### src/rtl/ram_window_reader.sv
// ram_window_reader
// Streams a run of overlapping 8-word windows out of a 1-write/8-read RAM.
// Lane k of window j comes from address (base + j*STEP + k), wrapping at the
// top of memory. Windows are handed off downstream through a valid/ready
// output register. A job is started from IDLE, runs until its last window
// is captured, then drains that last window and pulses done_o.

module ram_window_reader #(
    parameter int DATA_WIDTH = 32,
    parameter int ADDR_WIDTH = 10,
    parameter int STEP       = 1
) (
    input  logic                    clk,
    input  logic                    rst_n,
    input  logic                    start_i,
    input  logic [ADDR_WIDTH-1:0]   base_addr_i,
    input  logic [ADDR_WIDTH:0]     count_i,
    input  logic                    abort_i,
    output logic                    read_en_o,
    output logic [ADDR_WIDTH-1:0]   read_addr0_o,
    output logic [ADDR_WIDTH-1:0]   read_addr1_o,
    output logic [ADDR_WIDTH-1:0]   read_addr2_o,
    output logic [ADDR_WIDTH-1:0]   read_addr3_o,
    output logic [ADDR_WIDTH-1:0]   read_addr4_o,
    output logic [ADDR_WIDTH-1:0]   read_addr5_o,
    output logic [ADDR_WIDTH-1:0]   read_addr6_o,
    output logic [ADDR_WIDTH-1:0]   read_addr7_o,
    input  logic [DATA_WIDTH-1:0]   data0_i,
    input  logic [DATA_WIDTH-1:0]   data1_i,
    input  logic [DATA_WIDTH-1:0]   data2_i,
    input  logic [DATA_WIDTH-1:0]   data3_i,
    input  logic [DATA_WIDTH-1:0]   data4_i,
    input  logic [DATA_WIDTH-1:0]   data5_i,
    input  logic [DATA_WIDTH-1:0]   data6_i,
    input  logic [DATA_WIDTH-1:0]   data7_i,
    output logic                    win_valid_o,
    input  logic                    win_ready_i,
    output logic [8*DATA_WIDTH-1:0] win_data_o,
    output logic                    win_last_o,
    output logic                    busy_o,
    output logic                    done_o
);

    typedef enum logic [1:0] {
        ST_IDLE  = 2'd0,
        ST_RUN   = 2'd1,
        ST_DRAIN = 2'd2
    } state_t;

    localparam logic [ADDR_WIDTH-1:0] STEP_ADDR = ADDR_WIDTH'(STEP);
    localparam logic [ADDR_WIDTH:0]   REM_ONE   = (ADDR_WIDTH+1)'(1);
    localparam logic [ADDR_WIDTH:0]   REM_ZERO  = (ADDR_WIDTH+1)'(0);

    state_t                  state_r;
    logic [ADDR_WIDTH-1:0]   ptr_r;
    logic [ADDR_WIDTH:0]     rem_r;
    logic                    capture_s;

    // Lane address: natural modulo wrap of the ADDR_WIDTH-bit sum.
    function automatic logic [ADDR_WIDTH-1:0] lane_addr(
        input logic [ADDR_WIDTH-1:0] base,
        input int                    lane
    );
        lane_addr = base + ADDR_WIDTH'(lane);
    endfunction

    // A window is taken when running and the output register is free or
    // being emptied this cycle; abort cancels the capture outright.
    assign capture_s = (state_r == ST_RUN) && (!win_valid_o || win_ready_i) && !abort_i;

    assign read_en_o    = capture_s;
    assign busy_o       = (state_r != ST_IDLE);
    assign read_addr0_o = lane_addr(ptr_r, 0);
    assign read_addr1_o = lane_addr(ptr_r, 1);
    assign read_addr2_o = lane_addr(ptr_r, 2);
    assign read_addr3_o = lane_addr(ptr_r, 3);
    assign read_addr4_o = lane_addr(ptr_r, 4);
    assign read_addr5_o = lane_addr(ptr_r, 5);
    assign read_addr6_o = lane_addr(ptr_r, 6);
    assign read_addr7_o = lane_addr(ptr_r, 7);

    // Job FSM together with the window output register and done pulse.
    always_ff @(posedge clk or negedge rst_n) begin
        if (!rst_n) begin
            state_r     <= ST_IDLE;
            ptr_r       <= '0;
            rem_r       <= '0;
            win_valid_o <= 1'b0;
            win_last_o  <= 1'b0;
            win_data_o  <= '0;
            done_o      <= 1'b0;
        end else begin
            done_o <= 1'b0;
            if (abort_i) begin
                state_r     <= ST_IDLE;
                win_valid_o <= 1'b0;
                win_last_o  <= 1'b0;
            end else begin
                case (state_r)
                    ST_IDLE: begin
                        if (start_i) begin
                            ptr_r <= base_addr_i;
                            rem_r <= count_i;
                            if (count_i == REM_ZERO) begin
                                // Empty job: report completion without a window.
                                state_r <= ST_IDLE;
                                done_o  <= 1'b1;
                            end else begin
                                state_r <= ST_RUN;
                            end
                        end
                    end
                    ST_RUN: begin
                        if (capture_s) begin
                            win_data_o  <= {data7_i, data6_i, data5_i, data4_i,
                                            data3_i, data2_i, data1_i, data0_i};
                            win_valid_o <= 1'b1;
                            win_last_o  <= (rem_r == REM_ONE);
                            ptr_r       <= ptr_r + STEP_ADDR;
                            rem_r       <= rem_r - REM_ONE;
                            if (rem_r == REM_ONE) begin
                                state_r <= ST_DRAIN;
                            end
                        end
                    end
                    ST_DRAIN: begin
                        if (win_valid_o && win_ready_i) begin
                            win_valid_o <= 1'b0;
                            win_last_o  <= 1'b0;
                            state_r     <= ST_IDLE;
                            done_o      <= 1'b1;
                        end
                    end
                    default: begin
                        state_r     <= ST_IDLE;
                        win_valid_o <= 1'b0;
                        win_last_o  <= 1'b0;
                    end
                endcase
            end
        end
    end

endmodule

### config.mk
export PLATFORM = sky130hd
export DESIGN_NAME = ram_window_reader
export DESIGN_NICKNAME = d
export VERILOG_FILES = /design/src/rtl/ram_window_reader.sv
export SDC_FILE = /design/constraint.sdc
export NUM_CORES = 1
export LEC_CHECK = 0
export ABC_CLOCK_PERIOD_IN_PS = 2170
export CELL_PAD_IN_SITES_DETAIL_PLACEMENT = 0
export CELL_PAD_IN_SITES_GLOBAL_PLACEMENT = 1
export CORE_AREA = 2 2 244 246
export CTS_CLUSTER_SIZE = 40
export DETAILED_ROUTE_END_ITERATION = 16
export DIE_AREA = 0 0 246 248
export GPL_ROUTABILITY_DRIVEN = 0
export MAX_ROUTING_LAYER = met4
export PLACE_DENSITY_LB_ADDON = 0.1
export SLEW_MARGIN = 20
export SYNTH_ARGS = -nofsm -noshare
export SYNTH_HDL_FRONTEND = slang
export SYNTH_SLANG_ARGS = --single-unit
### constraint.sdc
create_clock -name clk -period 2.17 [get_ports clk]
set_clock_uncertainty 0.15 [all_clocks]
set_input_delay 0.217 -clock clk [delete_from_list [all_inputs] [get_ports clk]]
set_output_delay 0.217 -clock clk [all_outputs]
set_load 0.01 [all_outputs]
==> results.yml <==
run_status:
  status: "finished, violations left"
  violations: "setup timing"
logic_synthesis:
  yosysSeqAreaShare: 0.543
  synth_top_area_share: 0.543
  ys.flop_type: "dfrtp_1"
  synthCells: 853
  synthArstFlopShare: 1.00
  ys_top_cells_by_area: "dfrtp_1, mux2_4, mux2_2"
  synth_area_leader_cell: "dfrtp_1"
  synth_edf_count: 0
  postSynthAreaPerCell_sq_um: 15.2
  synth-seq-cells: 282
  synth_cell_types: 52
  syn_area_sq_um: 13000
  synth_fp_nets: 1146
  synth_most_common_cell: "dfrtp_1"
  yosysWarnings: 0
  yosys-top-cells-count: "dfrtp_1, mux2_4, mux2_2"
worst_setup_path:
  worstRegToRegCells: 5
  cp_max_fo: 4
  critPathCaptureType: "output port"
  required_ns: 1.80
  arrival_ns: 2.00
  r2r-start: "state_r[1]$_DFFE_PN0P_"
  worstSetupPathType: "reg -> out"
  rrSetupSlack_ns: 0.17
  r2r_end: "win_data_o[222]$_DFFE_PN0P_"
  startpoint_type: "flop"
clock_network:
  clk_path_buf_depth: 3
  clk_latency_ns: 0.54
  cts_max_level: 2
  clk_pin_slew_ns: 0.06
  cts-buffers-inserted: 38
  root_buffer: "clkbuf_16"
  clock_sinks: 282
  cts_tree: "done"
global_routing:
  antenna_found_initial: 5
  grt_first_pass_wirelength_um: 69000
  grt_pass1_vias: 10200
  grt_max_degree: 46
  grt_overflow: 0
  grt_util_all_layers: 0.157
drt:
  drt-vias-per-instance: 4.04
  wl_per_cell_um: 20.3
  wirelength_um: 48600
  ant_nets: 0
  vias: 9675
  drt_iter0_drc: 253
  first_pass_iters: 5
  drc: 0
place:
  dpl.hpwl_um: 37300
  io_buffers: 622
  post-place-ws_ns: -0.165
  placed_cell_area_sq_um: 20600
finish:
  seqCellArea_sq_um: 7060
  layout-drive-gt1-share: 0.358
  nets: 1889
  nFillCells: 5636
  final_area_sq_um: 22600
  syn_to_final_growth_pct: 73.6
  multi_input_area_sq_um: 5680
pwr:
  power_frac_clock: 0.184
  power_leakage_nw: 9.70
  power_frac_comb: 0.539
  finalPower_w: 0.0345
  p_int_w: 0.0229
  worst_ir_drop_vdd_v: 0.000849
  power_switching_share: 0.335
  netSwitchingPower_w: 0.0115
  seqPwrFrac: 0.276
  powerDensity_nw_per_um2: 1530
timing:
  finalSetupViolCount: 52
  tightest_slew_ns: 0.468
  slew_viol_final: 0
  finalCriticalPeriod_ns: 2.37
  slew_headroom: 0.685
  hold_viol: 0
  fin_ws_ns: -0.199
  rsz0062_at_grt: "yes"
  fin_crit_sh: 1.09
  holdWs_ns: 0.0359
  fmax_ghz: 0.422
floorplanning:
  die_h_um: 248
  num_rows: 89
  die_area_sq_um: 61000
  start_util: 0.222
  ios: 623
  die_w_um: 246
  core_area_sq_um: 58500
min_path:
  hold_path.class: "in -> async"
flow_run:
  drv_cap: 0
layout make-up:
class	count	share of cell area
Antenna cell	5	0.000555
Inverter	14	0.00255
Multi-Input combinational cell	498	0.252
Clock inverter	12	0.00793
Tap cell	773	0.0429
Clock buffer	50	0.0477
Sequential cell	282	0.313
Timing Repair Buffer	762	0.333
routing by layer:
layer | wire length (um) | up-vias | track usage
li1 | - | 4483 | -
met1 | 18700 | 4800 | 0.177
met2 | 24800 | 332 | 0.263
met3 | 3940 | 60 | 0.0521
met4 | 1150 | 0 | 0.0478
met5 | 0 | - | -
cell usage in the layout (no fill, tap or decap), types with 4 or more instances in the layout:
cell / synthesis / final
clkbuf_1: 8 / 4
bufinv_16: 0 / 4
a21oi_4: 0 / 4
xnor2_1: 17 / 7
xnor2_2: 0 / 9
nor4_1: 7 / 7
nor2_1: 40 / 17
clkbuf_8: 0 / 8
nand2b_1: 4 / 4
mux2_2: 54 / 54
a31oi_1: 6 / 6
clkinv_2: 0 / 5
clkdlybuf4s50_1: 0 / 553
nand2_1: 22 / 16
o2bb2ai_1: 7 / 7
buf_2: 7 / 43
buf_4: 13 / 78
buf_12: 22 / 26
clkbuf_16: 0 / 38
buf_6: 4 / 39
nor2_4: 1 / 10
nand4_1: 5 / 5
dlygate4sd2_1: 0 / 16
diode_2: 0 / 5
nor3_1: 10 / 7
mux2_4: 200 / 200
dfrtp_1: 282 / 277
o211ai_1: 4 / 4
a21oi_1: 21 / 15
xor2_1: 33 / 33
inv_1: 14 / 10
nor2_2: 0 / 14
ha_4: 0 / 7
nand3_1: 9 / 6
dfrtp_2: 0 / 5
o21ai_0: 12 / 12
logic make-up after synthesis:
logic type / count (synthesis) / share of synthesized area
muxes: 257 / 0.280
and+or+nand+nor: 110 / 0.0415
DFF: 282 / 0.543
xor gates and xnor gates: 50 / 0.0337
adders and majority gates: 11 / 0.0106
AOI/OAI and AO/OA: 70 / 0.0352
buffers and inverters: 73 / 0.0554
worst max-delay path: stages, from the launching register on:
cell	delay [ns]
dfrtp_2	0.43
buf_6	0.13
ha_4	0.14
nand4_1	0.23
nor2_2	0.21
xor2_1	0.16
buf_2	0.17
registers in the layout (all words and copies together), names as in the netlist:
| name | flops |
|---|---|
| win_last_o | 1 |
| win_valid_o | 1 |
| done_o | 1 |
| ptr_r | 10 |
| state_r | 2 |
| win_data_o | 256 |
| rem_r | 11 |
worst max path at each step:
stage	endpoint	from	slack, ns
2_1_floorplan	read_addr7_o[9]	ptr_r[2]$_DFFE_PN0P_	0.02
3_3_place_gp	read_addr1_o[9]	ptr_r[2]$_DFFE_PN0P_	-0.13
3_5_place_dp	read_addr1_o[9]	ptr_r[2]$_DFFE_PN0P_	-0.17
4_1_cts	read_addr1_o[7]	ptr_r[2]$_DFFE_PN0P_	-0.25
5_1_grt	read_addr3_o[7]	ptr_r[1]$_DFFE_PN0P_	-0.31
6_report	read_addr1_o[7]	ptr_r[2]$_DFFE_PN0P_	-0.20
per-stage QoR:
stage / setup TNS [ns] / std cells / utilization
final: -5.10 / 2396 / 0.386
after detailed placement: -23.65 / 2293 / 0.352
after floorplan: 0 / 853 / -
after CTS: -6.31 / 2381 / 0.381
after global routing: -10.79 / 2396 / 0.386
after global placement: -15.87 / 2293 / 0.352
timing repair:
| item | 4_1_cts | 5_1_grt |
|---|---|---|
| buffers inserted | 25 | 14 |
| pin swaps | 24 | 13 |
| gates resized for setup | 336 | 48 |
| endpoints found under the setup margin | 66 | 59 |
| endpoints found under the hold margin | 282 | 0 |
| hold buffers | 1 | 0 |
power by group through the flow:
stage / Combinational [W] / Clock [W] / Sequential, W
final: 0.0186 / 0.00636 / 0.00952
after global routing: 0.0197 / 0.00684 / 0.00991
after CTS: 0.0184 / 0.00664 / 0.00956
after detailed placement: 0.0181 / 0 / 0.00957
after global placement: 0.0181 / 0 / 0.00959
after floorplan: 0.00672 / 0 / 0.0106
Note: power is estimated with default switching activity, not from simulation.
